$ cat src/rtl/uart_robot_tx_arbiter.sv
// Round-robin frame scheduler sharing one wide-frame UART transmitter between
// NUM_REQ command sources, with a completion watchdog and an inter-frame gap.
module uart_robot_tx_arbiter #(
  parameter  int NUM_REQ        = 4,
  parameter  int DATA_WIDTH     = 112,
  parameter  int GAP_CYCLES     = 4340,
  parameter  int TIMEOUT_CYCLES = 100000,
  localparam int GW             = (NUM_REQ > 1) ? $clog2(NUM_REQ) : 1
) (
  input  logic                          sys_clk,
  input  logic                          sys_rst_n,
  input  logic [NUM_REQ-1:0]            req_valid,
  input  logic [NUM_REQ*DATA_WIDTH-1:0] req_data,
  output logic [NUM_REQ-1:0]            req_ready,
  output logic [DATA_WIDTH-1:0]         tx_data,
  output logic                          tx_flag,
  input  logic                          tx_done,
  output logic                          busy,
  output logic [GW-1:0]                 grant_id,
  output logic                          frame_done,
  output logic                          timeout_err
);
  localparam int TW = $clog2(TIMEOUT_CYCLES + 1);
  localparam int CW = (GAP_CYCLES > 0) ? $clog2(GAP_CYCLES + 1) : 1;
  localparam logic [TW-1:0] TMR_LAST = TW'(TIMEOUT_CYCLES - 1);
  localparam logic [CW-1:0] GAP_LAST = CW'((GAP_CYCLES > 0) ? GAP_CYCLES - 1 : 0);
  localparam logic [GW-1:0] LAST_RST = GW'(NUM_REQ - 1);

  typedef enum logic [1:0] {IDLE, WAIT_DONE, GAP} state_t;

  state_t                 state_q, state_d;
  logic [GW-1:0]          last_q, last_d, grant_q, grant_d, win_id;
  logic [TW-1:0]          timer_q, timer_d;
  logic [CW-1:0]          gap_q, gap_d;
  logic [DATA_WIDTH-1:0]  data_q, data_d;
  logic [NUM_REQ-1:0]     ready_q, ready_d;
  logic                   flag_q, flag_d, fdone_q, fdone_d, terr_q, terr_d;
  logic                   busy_q, busy_d, win_vld;

  // First pending requester searching upward from the one after the last winner.
  always_comb begin
    int            j;
    logic [GW-1:0] cand;
    j       = 0;
    cand    = '0;
    win_vld = 1'b0;
    win_id  = '0;
    for (int k = 1; k <= NUM_REQ; k++) begin
      j = int'(last_q) + k;
      if (j >= NUM_REQ) j = j - NUM_REQ;
      cand = GW'(j);
      if (!win_vld && req_valid[cand]) begin
        win_vld = 1'b1;
        win_id  = cand;
      end
    end
  end

  always_comb begin
    state_d = state_q;
    last_d  = last_q;
    timer_d = timer_q;
    gap_d   = gap_q;
    data_d  = data_q;
    grant_d = grant_q;
    ready_d = '0;
    flag_d  = 1'b0;
    fdone_d = 1'b0;
    terr_d  = 1'b0;
    case (state_q)
      IDLE: begin
        if (win_vld) begin
          data_d          = req_data[int'(win_id)*DATA_WIDTH +: DATA_WIDTH];
          grant_d         = win_id;
          last_d          = win_id;
          ready_d[win_id] = 1'b1;
          flag_d          = 1'b1;
          timer_d         = '0;
          state_d         = WAIT_DONE;
        end
      end
      WAIT_DONE: begin
        // The watchdog window opens after the start-pulse cycle, so the
        // expiry pulse lands TIMEOUT_CYCLES+1 cycles after tx_flag.
        if (!flag_q) timer_d = timer_q + 1'b1;
        if (tx_done || (!flag_q && timer_q == TMR_LAST)) begin
          fdone_d = tx_done;
          terr_d  = !tx_done;
          gap_d   = '0;
          state_d = (GAP_CYCLES == 0) ? IDLE : GAP;
        end
      end
      GAP: begin
        if (gap_q == GAP_LAST) state_d = IDLE;
        else                   gap_d   = gap_q + 1'b1;
      end
      default: state_d = IDLE;
    endcase
    busy_d = (state_d != IDLE);
  end

  always_ff @(posedge sys_clk or negedge sys_rst_n) begin
    if (!sys_rst_n) begin
      state_q <= IDLE;
      last_q  <= LAST_RST;
      timer_q <= '0;
      gap_q   <= '0;
      data_q  <= '0;
      grant_q <= '0;
      ready_q <= '0;
      flag_q  <= 1'b0;
      fdone_q <= 1'b0;
      terr_q  <= 1'b0;
      busy_q  <= 1'b0;
    end else begin
      state_q <= state_d;
      last_q  <= last_d;
      timer_q <= timer_d;
      gap_q   <= gap_d;
      data_q  <= data_d;
      grant_q <= grant_d;
      ready_q <= ready_d;
      flag_q  <= flag_d;
      fdone_q <= fdone_d;
      terr_q  <= terr_d;
      busy_q  <= busy_d;
    end
  end

  assign req_ready   = ready_q;
  assign tx_data     = data_q;
  assign tx_flag     = flag_q;
  assign busy        = busy_q;
  assign grant_id    = grant_q;
  assign frame_done  = fdone_q;
  assign timeout_err = terr_q;

endmodule

$ cat config.mk
export PLATFORM = sky130hd
export DESIGN_NAME = uart_robot_tx_arbiter
export DESIGN_NICKNAME = d
export VERILOG_FILES = /design/src/rtl/uart_robot_tx_arbiter.sv
export SDC_FILE = /design/constraint.sdc
export NUM_CORES = 1
export LEC_CHECK = 0
export ABC_AREA = 1
export CAP_MARGIN = 20
export CELL_PAD_IN_SITES_DETAIL_PLACEMENT = 1
export CELL_PAD_IN_SITES_GLOBAL_PLACEMENT = 2
export CORE_UTILIZATION = 22
export DETAILED_ROUTE_END_ITERATION = 12
export GPL_ROUTABILITY_DRIVEN = 0
export PLACE_DENSITY = 0.87
export SYNTH_ARGS = -nofsm -noshare
export SYNTH_HDL_FRONTEND = slang
export SYNTH_SLANG_ARGS = --single-unit
$ cat constraint.sdc
create_clock -name sys_clk -period 3.6 [get_ports sys_clk]
set_input_delay 0.72 -clock sys_clk [delete_from_list [all_inputs] [get_ports sys_clk]]
set_output_delay 0.72 -clock sys_clk [all_outputs]
set_load 0.03 [all_outputs]
; After elaboration in Yosys (flattened, before gate mapping)
; Index checks and enable logic that the tools add are counted.
[classes]
n_mux = 40
n_reduce_logical = 18
n_eq_ne = 8
n_shift = 1
mul = 1
order_cmp = 10
n_addsub = 10
[ops]
columns = cell, count
row1 = 448-bit by 10-bit variable part select with 112-bit output, 1
row2 = 17-bit two-way mux, 2
row3 = 17-bit one-hot mux with 2 select lines, 1
row4 = 13-bit two-way mux, 2
row5 = 13-bit one-hot mux with 2 select lines, 1
row6 = 2-bit two-way mux, 11
row7 = 17-bit by 1-bit adder with 17-bit output (second input constant), 1
row8 = 17-bit == test (second input constant), 1
row9 = 2-bit by 3-bit < comparator with 1-bit output (second input constant), 5
row10 = 1-bit two-way mux, 15
row11 = 13-bit by 1-bit adder with 13-bit output (second input constant), 1
row12 = 13-bit == test (second input constant), 1
row13 = 3-bit greater-or-equal comparator (second input constant), 3
row14 = 1-bit binary-select mux with 2-bit select, 4
row15 = 4-bit two-way mux, 2
row16 = 2-bit != test (second input constant), 4
row17 = 2-bit by 1-bit subtractor with 2-bit output (second input constant), 4
row18 = 2-bit by 2-bit adder with 3-bit output (second input constant), 2
row19 = 2-bit one-hot mux with 3 select lines, 1
row20 = 3-bit AND reduction, 2
row21 = 2-bit nonzero test, 3
row22 = 1-bit logical AND, 5
row23 = 1-bit zero test, 5
row24 = 2-bit by 3-bit multiplier with 5-bit output (second input constant), 1
row25 = other kinds (10), 10
[totals]
elab_cells = 99
inputBits = 455
register_bits = 156
output_inout_bits = 122

; Logic depth before layout (Yosys ltp)
[logic_depth]
word_depth = 21
depth_mapped = 17
ltp_nobuf = 14

; Worst setup path before layout
; No wires, ideal clock.
[synth_timing]
path_type = input -> register
start = input req_valid[0]
end = register data_q[104] (netlist: tx_data[104])
setup_ps = 124
path_slack_ps = 1479
path_stages = 13
arrival_time_ps = 1996
path_buffers = 2
path_cell_list = nand2_1 nand2_1 nand2_1 nand2_2 inv_2 nand2_1 nand2_2 nand3_4 buf_4 clkbuf_1 or2_1 nand3_1 nand3_1
[synth_via]
elab_chain_len = 14
[synth_lines]
columns = item, line_no
row1 = start: declaration, 12  ; input logic [NUM_REQ-1:0] req_valid,
row2 = 1-bit binary-select mux with 2-bit select, 52  ; if (!win_vld && req_valid[cand]) begin
row3 = 1-bit two-way mux (implied by the code), 52
row4 = 1-bit two-way mux, 52
row5 = 1-bit zero test, 52
row6 = 1-bit logical AND, 52
row7 = 1-bit two-way mux, 52
row8 = 1-bit zero test, 52
row9 = 1-bit logical AND, 52
row10 = 1-bit two-way mux, 52
row11 = 1-bit zero test, 52
row12 = 1-bit logical AND, 52
row13 = 2-bit two-way mux, 52
row14 = 2-bit by 3-bit multiplier with 5-bit output, 73  ; data_d = req_data[int'(win_id)*DATA_WIDTH +: DATA_WIDTH];
row15 = 448-bit by 10-bit variable part select with 112-bit output, 73
row16 = end signal: assignment, 120  ; data_q <= data_d;
row17 = end: declaration, 35  ; logic [DATA_WIDTH-1:0] data_q, data_d;
; Several ways; a longest one is shown, not always the timed one. The select of a mux whose other input is x is not followed.
; A chain may end at the register's enable or synchronous reset.

; Final worst setup path
[layout_timing]
start = register last_q[0]
end = register data_q[64] (netlist: tx_data[64])
[layout_via]
elab_chain_len = 17
[layout_lines]
columns = item, line_no
row1 = start: declaration, 32  ; logic [GW-1:0] last_q, last_d, grant_q, grant_d, win_id;
row2 = start signal: assignment, 117  ; last_q <= last_d;
row3 = 2-bit by 1-bit adder with 3-bit output, 49  ; j = int'(last_q) + k;
row4 = 3-bit greater-or-equal comparator / 2-bit by 1-bit subtractor with 2-bit output (equally long branches), 50  ; if (j >= NUM_REQ) j = j - NUM_REQ;
row5 = 2-bit two-way mux, 50
row6 = 1-bit binary-select mux with 2-bit select, 52
row7 = 1-bit two-way mux (implied by the code), 52
row8 = 1-bit two-way mux, 52
row9 = 1-bit zero test, 52
row10 = 1-bit logical AND, 52
row11 = 1-bit two-way mux, 52
row12 = 1-bit zero test, 52
row13 = 1-bit logical AND, 52
row14 = 1-bit two-way mux, 52
row15 = 1-bit zero test, 52
row16 = 1-bit logical AND, 52
row17 = 2-bit two-way mux, 52
row18 = 2-bit by 3-bit multiplier with 5-bit output, 73
row19 = 448-bit by 10-bit variable part select with 112-bit output, 73
; Several ways; a longest one is shown, not always the timed one. The select of a mux whose other input is x is not followed.

==> impl_metrics.yaml <==
status:
  outcome: "finished, final reports clean"
critical_path:
  worstPathMaxFanout: 63
  setup.worst_path.start: "last_q[0]"
  path_buf_inv: 2
  worst_path_most_repeated_cell: "nand2_1"
  cp-end-kind: "flip-flop"
  cpPeakStageDelay_ps: 690
  cp.required_ps: 3970
  cp.arrival_ps: 3030
  r2r_start: "last_q[0]"
  slowest_stage: "dfstp_2"
  crit_path_start_kind: "flip-flop"
  crit_family: "simple AND/OR/NAND/NOR gates"
  critical_path_class: "flip-flop to flip-flop"
  crit_chain: "inv_4 -> nand2_1 -> nand2_1 -> nand2_1 -> nand2_1 -> nand2_1 -> nand2_1 -> nand2_4 -> nand3_4 -> buf_4 -> or2_2 -> nand3_1 -> nand3_1"
synth:
  yosys.area.top_type_share: 0.328
  yosysMostFrequentCell: "nand2_1"
  synth.cell_area_um2: 11800
  synth_nets: 2351
  synthXorXnorAreaFrac: 0.0119
  synth_compound_area_frac: 0.0167
  ys_ff_latch: 156
  avgSynthCellArea_um2: 6.21
  synth_simple_gate_area_frac: 0.474
  synthTopCellsByArea: "dfrtp_1 33%, nand2_1 19%, nand3_1 13%"
  synth_edf_count: 0
  synthDistinctLibCells: 35
  yosys.area.top_type: "dfrtp_1"
  synth_top_family_by_area: "simple AND/OR/NAND/NOR gates"
  syn_inst: 1894
  synth_common_cells: "596 x nand2_1, 368 x inv_1, 312 x nand3_1"
  ys.flop_type: "dfrtp_1"
  yosys-mux-area-fraction: 0
  yosysSeqAreaShare: 0.332
  synthAdderAreaFrac: 0.00213
  async_flop_share: 1.00
  ys_warn_count: 0
cells_and_area:
  area_delta_synth_final_pct: 59.9
  nets: 2852
  multi_input_area_um2: 5960
  fill_cells: 6629
  drive_above_1_share: 0.0561
  seq_area_um2: 3910
sta:
  timing.final.crit_share: 0.740
  relSlewSlack: 0.520
  tightest_slew_ps: 719
  slew_viol_final: 0
  setup_viol: 0
  hold_violations: 0
  min_period_ps: 2660
  finClkSkew_ps: 13.5
  fmax_ghz: 0.376
  fin_tns_setup_ps: 0
  grt_setup_unrepaired: "false"
power_and_ir_drop:
  power_leakage_nw: 9.30
  finalPower_mw: 19.3
  peakVddDrop_mv: 0.937
  powerDensity_nw_per_um2: 1030
clock_network:
  h-tree-depth: 4
  clk_path_buf_depth: 2
  cts_tree: "built"
  clk_pin_slew_worst_paths_ps: 70
  clkSinkCount: 156
  cts_resized: 0
  clock_latency_ps: 490
  cts_buffers: 17
  root_buffer: "clkbuf_16"
  cts_setup_buffers: 0
  hold_buffers: 0
worst_hold_path:
  min_path_type: "input port to asynchronous set/reset pin"
route:
  drtIter0Drc: 768
  routed_wl_um: 57200
  firstDrtPassIters: 4
  wl_per_cell_um: 18.4
  avgViaCountPerCell: 4.54
  drtAntennaViolNets: 0
  vias: 14100
  drc_errors: 0
global_routing:
  grt_use_total: 0.210
  grt_start_max_net_pins: 108
  antenna_found_initial: 20
  grt_pass1_vias: 15100
  overflow: 0
  grt_pass1_wl_um: 86500
floorplan:
  die_w_um: 233
  initial_core_util: 0.223
  die_area_um2: 54300
  rows: 84
  die_height_um: 233
  ios: 577
  core_area_um2: 52700
place:
  io_buffers: 576
  hpwlAfterDp_um: 43200
job:
  cap_violations: 0
-- layout make-up --
type / instances / share of cell area
Antenna cell: 16 / 0.00213
Multi-Input combinational cell: 1250 / 0.317
Clock inverter: 10 / 0.00499
Timing Repair Buffer: 596 / 0.323
Clock buffer: 22 / 0.0242
Tap cell: 688 / 0.0458
Sequential cell: 156 / 0.208
Inverter: 374 / 0.0748
-- power breakdown --
| part | switching (mW) | internal (mW) |
|---|---|---|
| Sequential | 0.466 | 2.59 |
| Combinational | 9.37 | 5.06 |
| Clock | 0.849 | 0.969 |
| Total | 10.7 | 8.62 |
-- kinds of logic after synthesis --
logic type               count (synthesis)
AND/OR/NAND/NOR                       1200
buffers and inverters                  488
flip-flops                             156
AO/OA/AOI/OAI                           32
XOR/XNOR                                16
adder cells (fa/ha/maj)                  2
-- layout by cell type, fill, tap and decap left out, drive strengths merged --
cell and instances:
dfstp 2, nor4 4, buf 21, o22ai 2, o41ai 1, nand3 315, ha 2, clkinvlp 3
clkbuf 22, xor2 14, dfrtp 154, nor2 34, o31ai 6, or2 120, o21ai 15, xnor2 2
nor3 16, clkdlybuf4s50 575, inv 375, nand2 599, clkinv 5, bufinv 1, diode 16, nand4 112
a21oi 8
-- flip-flops by register name, indices dropped and copies added, names as in the netlist --
name	flops
tx_data	112
timer_q	17
gap_q	13
req_ready	4
grant_id	2
last_q	2
state_q	2
busy	1
frame_done	1
timeout_err	1
tx_flag	1
-- metrics by stage --
step	area [um2]	instances	hold slack, ps	utilization	setup slack, ps
2_1_floorplan	11800	1894	424	-	1480
3_3_place_gp	18200	3064	464	0.346	629
3_5_place_dp	18200	3064	467	0.346	522
4_1_cts	18800	3096	186	0.356	907
5_1_grt	18800	3110	204	0.357	756
6_report	18800	3112	195	0.357	937
-- worst paths after layout --
check                      slack, ps           to  cells after the start
max in group asynchronous       2590  tx_data[48]                      2
max reg2reg                      940  tx_data[64]                     13
min reg2reg                      480  tx_data[54]                      2
max                              940  tx_data[64]                     13
min in group sys_clk             480  tx_data[54]                      2
min                              200  tx_data[17]                      1
-- layer usage --
metal | vias to the layer above | global-route usage | wire [um] | share of wire
met3 | 103 | 0.0691 | 3820 | 0.067
li1 | 6853 | - | - | -
met1 | 6782 | 0.239 | 23100 | 0.40
met5 | - | 0 | 64 | 0.0011
met4 | 10 | 0.109 | 2470 | 0.043
met2 | 376 | 0.349 | 27700 | 0.48
(Power assumes the default switching activity.)
